<file path="config.mk">
export PLATFORM = sky130hd
export DESIGN_NAME = multicycle_controlunit_flat
export DESIGN_NICKNAME = d
export VERILOG_FILES = /design/src/rtl/multicycle_controlunit_if.sv /design/src/rtl/multicycle_controlunit.sv /design/src/flat_wrapper.sv
export SDC_FILE = /design/constraint.sdc
export NUM_CORES = 1
export LEC_CHECK = 0
export ABC_AREA = 1
export BUFFER_PORTS_ARGS = -buffer_cell sky130_fd_sc_hd__buf_2
export CAP_MARGIN = 40
export CORE_ASPECT_RATIO = 1.5
export CORE_UTILIZATION = 33
export DETAILED_ROUTE_END_ITERATION = 6
export PLACE_DENSITY_LB_ADDON = 0.08
export SYNTH_ARGS = -nofsm -noshare
export SYNTH_HDL_FRONTEND = slang
export SYNTH_SLANG_ARGS = --single-unit
</file>
<file path="constraint.sdc">
create_clock -name clock -period 1.1 [get_ports clock]
set_clock_uncertainty 0.05 [all_clocks]
set_input_delay 0.22 -clock clock [delete_from_list [all_inputs] [get_ports clock]]
set_output_delay 0.22 -clock clock [all_outputs]
set_load 0.03 [all_outputs]
</file>
<file path="src/rtl/multicycle_controlunit_if.sv">
// Unified memory port between the multi-cycle control unit (master) and memory (slave).
interface multicycle_controlunit_if;
    logic mem_req;
    logic mem_we;
    logic iord;
    logic mem_ready;

    modport master (
        output mem_req,
        output mem_we,
        output iord,
        input  mem_ready
    );

    modport slave (
        input  mem_req,
        input  mem_we,
        input  iord,
        output mem_ready
    );
endinterface

</file>
<file path="src/rtl/multicycle_controlunit.sv">
// FETCH/DECODE/EXEC/MEM/WB sequencer for the RV32-subset core, sharing one memory port.
// Optional feature macro MCU_TRAP_EN: illegal-opcode and memory-timeout traps.
module multicycle_controlunit #(
    parameter int MEM_TIMEOUT = 15
) (
    input  logic                      clock,
    input  logic                      reset,
    multicycle_controlunit_if.master  bus,
    input  logic [31:0]               inst,
    input  logic [3:0]                flags,
    output logic                      ir_we,
    output logic                      pc_we,
    output logic                      pc_src,
    output logic                      rf_we,
    output logic [1:0]                wb_sel,
    output logic                      alu_src,
    output logic [3:0]                alu_op,
    output logic [1:0]                imm_sel,
    output logic                      instr_done,
    output logic                      trap,
    output logic [2:0]                state
);

    typedef enum logic [2:0] {
        S_FETCH  = 3'd0,
        S_DECODE = 3'd1,
        S_EXEC   = 3'd2,
        S_MEM    = 3'd3,
        S_WB     = 3'd4,
        S_TRAP   = 3'd7
    } state_e;

    typedef enum logic [2:0] {
        C_R, C_I, C_LOAD, C_STORE, C_BRANCH, C_JAL, C_ILLEGAL
    } class_e;

    state_e      state_q, state_d;
    class_e      class_q, class_dec;
    logic [7:0]  wait_q, wait_d;
    logic        taken;
    logic        unused_inst;

    function automatic class_e decode_class(input logic [6:0] op);
        case (op)
            7'b0110011: return C_R;
            7'b0010011: return C_I;
            7'b0000011: return C_LOAD;
            7'b0100011: return C_STORE;
            7'b1100011: return C_BRANCH;
            7'b1101111: return C_JAL;
            default:    return C_ILLEGAL;
        endcase
    endfunction

    // flags = {V,C,N,Z}; signed compare uses N^V.
    function automatic logic branch_taken(input logic [2:0] f3, input logic [3:0] fl);
        case (f3)
            3'b000:  return fl[0];
            3'b001:  return !fl[0];
            3'b100:  return fl[1] ^ fl[3];
            3'b101:  return !(fl[1] ^ fl[3]);
            default: return 1'b0;
        endcase
    endfunction

    assign class_dec   = decode_class(inst[6:0]);
    assign taken       = branch_taken(inst[14:12], flags);
    assign unused_inst = ^{inst[31], inst[29:15], inst[11:7], flags[2]};

`ifdef MCU_TRAP_EN
    logic wait_expired;
    assign wait_expired = (wait_q == 8'(MEM_TIMEOUT)) && !bus.mem_ready;
`else
    logic unused_timeout;
    assign unused_timeout = (wait_q == 8'(MEM_TIMEOUT));
`endif

    always_comb begin
        state_d = state_q;
        case (state_q)
            S_FETCH: begin
                if (bus.mem_ready) state_d = S_DECODE;
`ifdef MCU_TRAP_EN
                else if (wait_expired) state_d = S_TRAP;
`endif
            end
            S_DECODE: begin
                state_d = S_EXEC;
`ifdef MCU_TRAP_EN
                if (class_dec == C_ILLEGAL) state_d = S_TRAP;
`endif
            end
            S_EXEC: begin
                case (class_q)
                    C_R, C_I:         state_d = S_WB;
                    C_LOAD, C_STORE:  state_d = S_MEM;
                    default:          state_d = S_FETCH;
                endcase
            end
            S_MEM: begin
                if (bus.mem_ready) state_d = (class_q == C_LOAD) ? S_WB : S_FETCH;
`ifdef MCU_TRAP_EN
                else if (wait_expired) state_d = S_TRAP;
`endif
            end
            S_WB:    state_d = S_FETCH;
            S_TRAP:  state_d = S_TRAP;
            default: state_d = S_FETCH;
        endcase
    end

    // Counts consecutive stalled memory cycles; saturates so an unbounded wait never wraps.
    always_comb begin
        wait_d = wait_q;
        if (state_d != state_q || bus.mem_ready)
            wait_d = 8'd0;
        else if ((state_q == S_FETCH || state_q == S_MEM) && wait_q != 8'hFF)
            wait_d = wait_q + 8'd1;
    end

    always_ff @(posedge clock) begin
        if (!reset) begin
            state_q <= S_FETCH;
            class_q <= C_R;
            wait_q  <= 8'd0;
        end else begin
            state_q <= state_d;
            wait_q  <= wait_d;
            if (state_q == S_DECODE) class_q <= class_dec;
        end
    end

    always_comb begin
        bus.mem_req = 1'b0;
        bus.mem_we  = 1'b0;
        bus.iord    = 1'b0;
        ir_we       = 1'b0;
        pc_we       = 1'b0;
        pc_src      = 1'b0;
        rf_we       = 1'b0;
        wb_sel      = 2'd0;
        alu_src     = 1'b0;
        alu_op      = 4'd0;
        imm_sel     = 2'd0;
        instr_done  = 1'b0;
        trap        = 1'b0;
        state       = 3'd0;
        if (reset) begin
            state = state_q;
            case (state_q)
                S_FETCH: begin
                    bus.mem_req = 1'b1;
                    if (bus.mem_ready) begin
                        ir_we = 1'b1;
                        pc_we = 1'b1;
                    end
                end
                S_EXEC: begin
                    case (class_q)
                        C_R: begin
                            alu_op = {inst[30], inst[14:12]};
                        end
                        C_I: begin
                            alu_src = 1'b1;
                            alu_op  = {inst[30] & (inst[14:12] == 3'b101), inst[14:12]};
                        end
                        C_LOAD: begin
                            alu_src = 1'b1;
                        end
                        C_STORE: begin
                            alu_src = 1'b1;
                            imm_sel = 2'd1;
                        end
                        C_BRANCH: begin
                            alu_op     = 4'b1000;
                            imm_sel    = 2'd2;
                            pc_we      = taken;
                            pc_src     = taken;
                            instr_done = 1'b1;
                        end
                        C_JAL: begin
                            imm_sel    = 2'd3;
                            rf_we      = 1'b1;
                            wb_sel     = 2'd2;
                            pc_we      = 1'b1;
                            pc_src     = 1'b1;
                            instr_done = 1'b1;
                        end
                        default: instr_done = 1'b1;
                    endcase
                end
                S_MEM: begin
                    bus.mem_req = 1'b1;
                    bus.iord    = 1'b1;
                    bus.mem_we  = (class_q == C_STORE);
                    instr_done  = bus.mem_ready && (class_q == C_STORE);
                end
                S_WB: begin
                    rf_we      = 1'b1;
                    wb_sel     = (class_q == C_LOAD) ? 2'd1 : 2'd0;
                    instr_done = 1'b1;
                end
                S_TRAP: begin
`ifdef MCU_TRAP_EN
                    trap = 1'b1;
`endif
                end
                default: ;
            endcase
        end
    end

endmodule

</file>
<file path="src/flat_wrapper.sv">
// flat-port wrapper written by rule: the top's interface ports become plain ports
module multicycle_controlunit_flat 
#(
    parameter int MEM_TIMEOUT = 15
)
  (clock, reset, inst, flags, ir_we, pc_we, pc_src, rf_we, wb_sel, alu_src, alu_op, imm_sel, instr_done, trap, state, bus_mem_req, bus_mem_we, bus_iord, bus_mem_ready);
  multicycle_controlunit_if bus_i ();
  input  logic clock;
  input  logic reset;
  input  logic [31:0] inst;
  input  logic [3:0] flags;
  output logic ir_we;
  output logic pc_we;
  output logic pc_src;
  output logic rf_we;
  output logic [1:0] wb_sel;
  output logic alu_src;
  output logic [3:0] alu_op;
  output logic [1:0] imm_sel;
  output logic instr_done;
  output logic trap;
  output logic [2:0] state;
  output wire logic [$bits(bus_i.mem_req)-1:0] bus_mem_req;
  output wire logic [$bits(bus_i.mem_we)-1:0] bus_mem_we;
  output wire logic [$bits(bus_i.iord)-1:0] bus_iord;
  input wire logic [$bits(bus_i.mem_ready)-1:0] bus_mem_ready;
  assign bus_mem_req = bus_i.mem_req;
  assign bus_mem_we = bus_i.mem_we;
  assign bus_iord = bus_i.iord;
  assign bus_i.mem_ready = bus_mem_ready;
  multicycle_controlunit #(.MEM_TIMEOUT(MEM_TIMEOUT)) u_core (.clock(clock), .reset(reset), .bus(bus_i), .inst(inst), .flags(flags), .ir_we(ir_we), .pc_we(pc_we), .pc_src(pc_src), .rf_we(rf_we), .wb_sel(wb_sel), .alu_src(alu_src), .alu_op(alu_op), .imm_sel(imm_sel), .instr_done(instr_done), .trap(trap), .state(state));
endmodule
</file>
==> out/metrics.cfg <==
[layout]
final_util_pct=94.2
final_common_cell=buf_6
ff_latch_area_sq_um=138
final_nets=252
final_cell_mix=buf_6 (36), buf_4 (31), nand2_1 (21), buf_2 (17), inv_1 (13)
syn2layout_area_growth_pct=163
antenna_cells=0
multi_input_area_sq_um=728
drive_gt1_share_pct=69.8
nFillCells=58

[detailed_routing]
routedWlPerCell_microns=20.2
drtIter0Drc=58
drtPass1Iterations=4
vias=1356
remaining_drc_errors=0
wl_mm=4.72
drtAntennaViolNets=0
vias_per_cell=5.82

[critical_path]
rr_startpoint=u_core.state_q[0]
start_kind=flip-flop
crit_type=reg2out
cpMostUsedCell=nand2_4
cp_slowest_cell=dfxtp_4
startpoint=u_core.state_q[0]
cp_num_buf_inv=3
reg2reg_depth=10
end_kind=primary output
r2r-end=u_core.state_q[0]
crit_fanout=4
ff2ff_setup_slack_ns=-0.54
crit_path_cell_trace=nor2_4, nand2_4, inv_4, nand2_4, nor3_4, nand2_1, inv_2, buf_6
cp.required_ns=0.83
cp_top_family=simple AND/OR/NAND/NOR gates
critPathMaxStageDelay_ns=0.37
cp.arrival_ns=1.48

[worst_hold_path]
whs_endpoint=u_core.class_q[2]
hold_path_class=in2reg
hold_path_startpoint=inst[6]
holdPathStages=3

[cts]
cts_buffers=3
cts.sink_count=6
tritoncts=done
htreeDepth=1
clkTransAtPathRegs_ns=0.07
cts_root_buffer=clkbuf_4
clkLatencyLatePin_ns=0.28
clockBufferDepth=2

[floorplanning]
start_util_pct=35.8
die_area_sq_um=2200
rows=19
pin_count=60
core_sq_um=1850
die_h_microns=57.0
die_width_microns=38.6

[status]
violations=setup timing
outcome=finished with violations

[synth]
synth_flop_cell=dfxtp_1
synth-seq-area-share_pct=18.1
async_reset_ff_share_pct=0
yosys.area.top_type=nand2_1
synthesis.instances=126
synth_top_area_share_pct=19.8
synth_edf_count=0
yosys-top-cells-area=nand2_1 (20%), dfxtp_1 (18%), nor2_1 (13%), inv_1 (12%), nand3_1 (5.3%)
synth_warnings=0
synth.distinct_cells=22
synth-seq-cells=6
syn_nets=165
syn_area_sq_um=664
synth_area_per_cell_sq_um=5.27

[global_routing]
grt_pass1_vias=1060
grt_max_degree=8
grt_pass1_wl_mm=4.05
grt_use_total_pct=25.4
globalRoute.totalOverflow=0
antenna_found_initial=0

[timing]
finalCritPeriodShare_pct=159
hold_viol_final=0
fin_ws_ns=-0.653
rsz0062_at_grt=yes
setup_viol=26
drv_slew=0
fmax_ghz=0.570
fin_crit_ns=1.75

[placed_design]
place_congestion=0.847
io_buffers=36
dp_hpwl_mm=1.71

[power_and_ir_drop]
max-vdd-ir-drop_v=0.00112
pwr-share-seq_pct=18.5
p_leak_nw=0.895
combPwrFrac_pct=65.6
switching_share_pct=46.8
power.switching_w=0.000804
p_clk_share_pct=15.9
p_total_w=0.00172
p_per_area_nw_per_um2=984
p_int_w=0.000915

[job]
drv_cap=0

## flip-flops by register name, indices dropped and copies added (netlist names)
register and cells:
u_core.class_q 3, u_core.state_q 3
## routing by layer
metal  up-vias  global-route usage (%)  wire length, microns
met4         0                    12.8                   439
met5         -                       0                     0
met2       115                    50.5                  2450
li1        574                       -                     -
met1       611                    21.8                  1510
met3        56                    3.50                   317
## how the worst max path moves through the flow
stage	cells past startpoint	slack, ns	endpoint
floorplan	7	-0.42	pc_src
global placement	9	-0.32	pc_we
detailed placement	9	-0.34	pc_we
CTS	6	-0.57	alu_op[1]
global route	8	-0.72	pc_we
finish	8	-0.65	pc_src
## power by group through the flow
stage	Sequential, W	Combinational (W)	Clock (W)
after floorplan	0.000288	0.000386	0
after global placement	0.000285	0.000657	0
after detailed placement	0.000287	0.000663	0
after CTS	0.000287	0.000835	0.000239
after global routing	0.000322	0.00118	0.000289
final	0.000318	0.00113	0.000274
## synth_stat cells (2+ instances only)
library cell and number:
a21oi_1 6, a31oi_1 3, buf_4 2, dfxtp_1 6, inv_1 21, nand2_1 35
nand3_1 7, nor2_1 23, nor3_1 4, nor3_2 2, o21ai_0 4, o21ai_1 3
## through the flow
stage | setup TNS, ns | hold WS (ns) | cell area (sq um) | setup slack [ns] | instances
6_report | -13.41 | 0.208 | 1750 | -0.653 | 233
4_1_cts | -10.05 | 0.194 | 1490 | -0.567 | 223
3_3_place_gp | -5.31 | 0.457 | 1230 | -0.320 | 211
2_1_floorplan | -3.13 | 0.353 | 821 | -0.416 | 126
5_1_grt | -14.80 | 0.249 | 1750 | -0.716 | 233
3_5_place_dp | -5.64 | 0.463 | 1230 | -0.343 | 211
## worst reg2reg max path, cell delays in order (launching register included)
cell and delay [ns]:
dfxtp_4 0.37, nor2_4 0.12, nand2_4 0.09, buf_4 0.15, buf_6 0.11, buf_6 0.11, buf_6 0.11, buf_6 0.11
o22ai_4 0.12, nor2_2 0.07, o21ai_2 0.17
## layout make-up
class                           instances  area share, %
Clock buffer                            4           1.50
Inverter                               22           5.59
Multi-Input combinational cell         95           41.7
Sequential cell                         6           7.88
Tap cell                               21           1.50
Timing Repair Buffer                   85           41.8
## repair_timing
action / CTS / global route
resized for setup: 60 / 51
hold endpoints to repair: 0 / 0
buffers inserted: 20 / 12
hold buffers: 0 / 0
endpoints found under the setup margin: 26 / 26
pin swaps: 8 / 16
## cell families after synthesis
logic type | after synthesis | share of synthesized area (%)
and+or+nand+nor | 75 | 48.6
xor gates and xnor gates | 1 | 1.32
other | 1 | 0.564
DFF | 6 | 18.1
buffers and inverters | 25 | 16.8
AOI/OAI and AO/OA | 18 | 14.7
(Power assumes the default switching activity.)
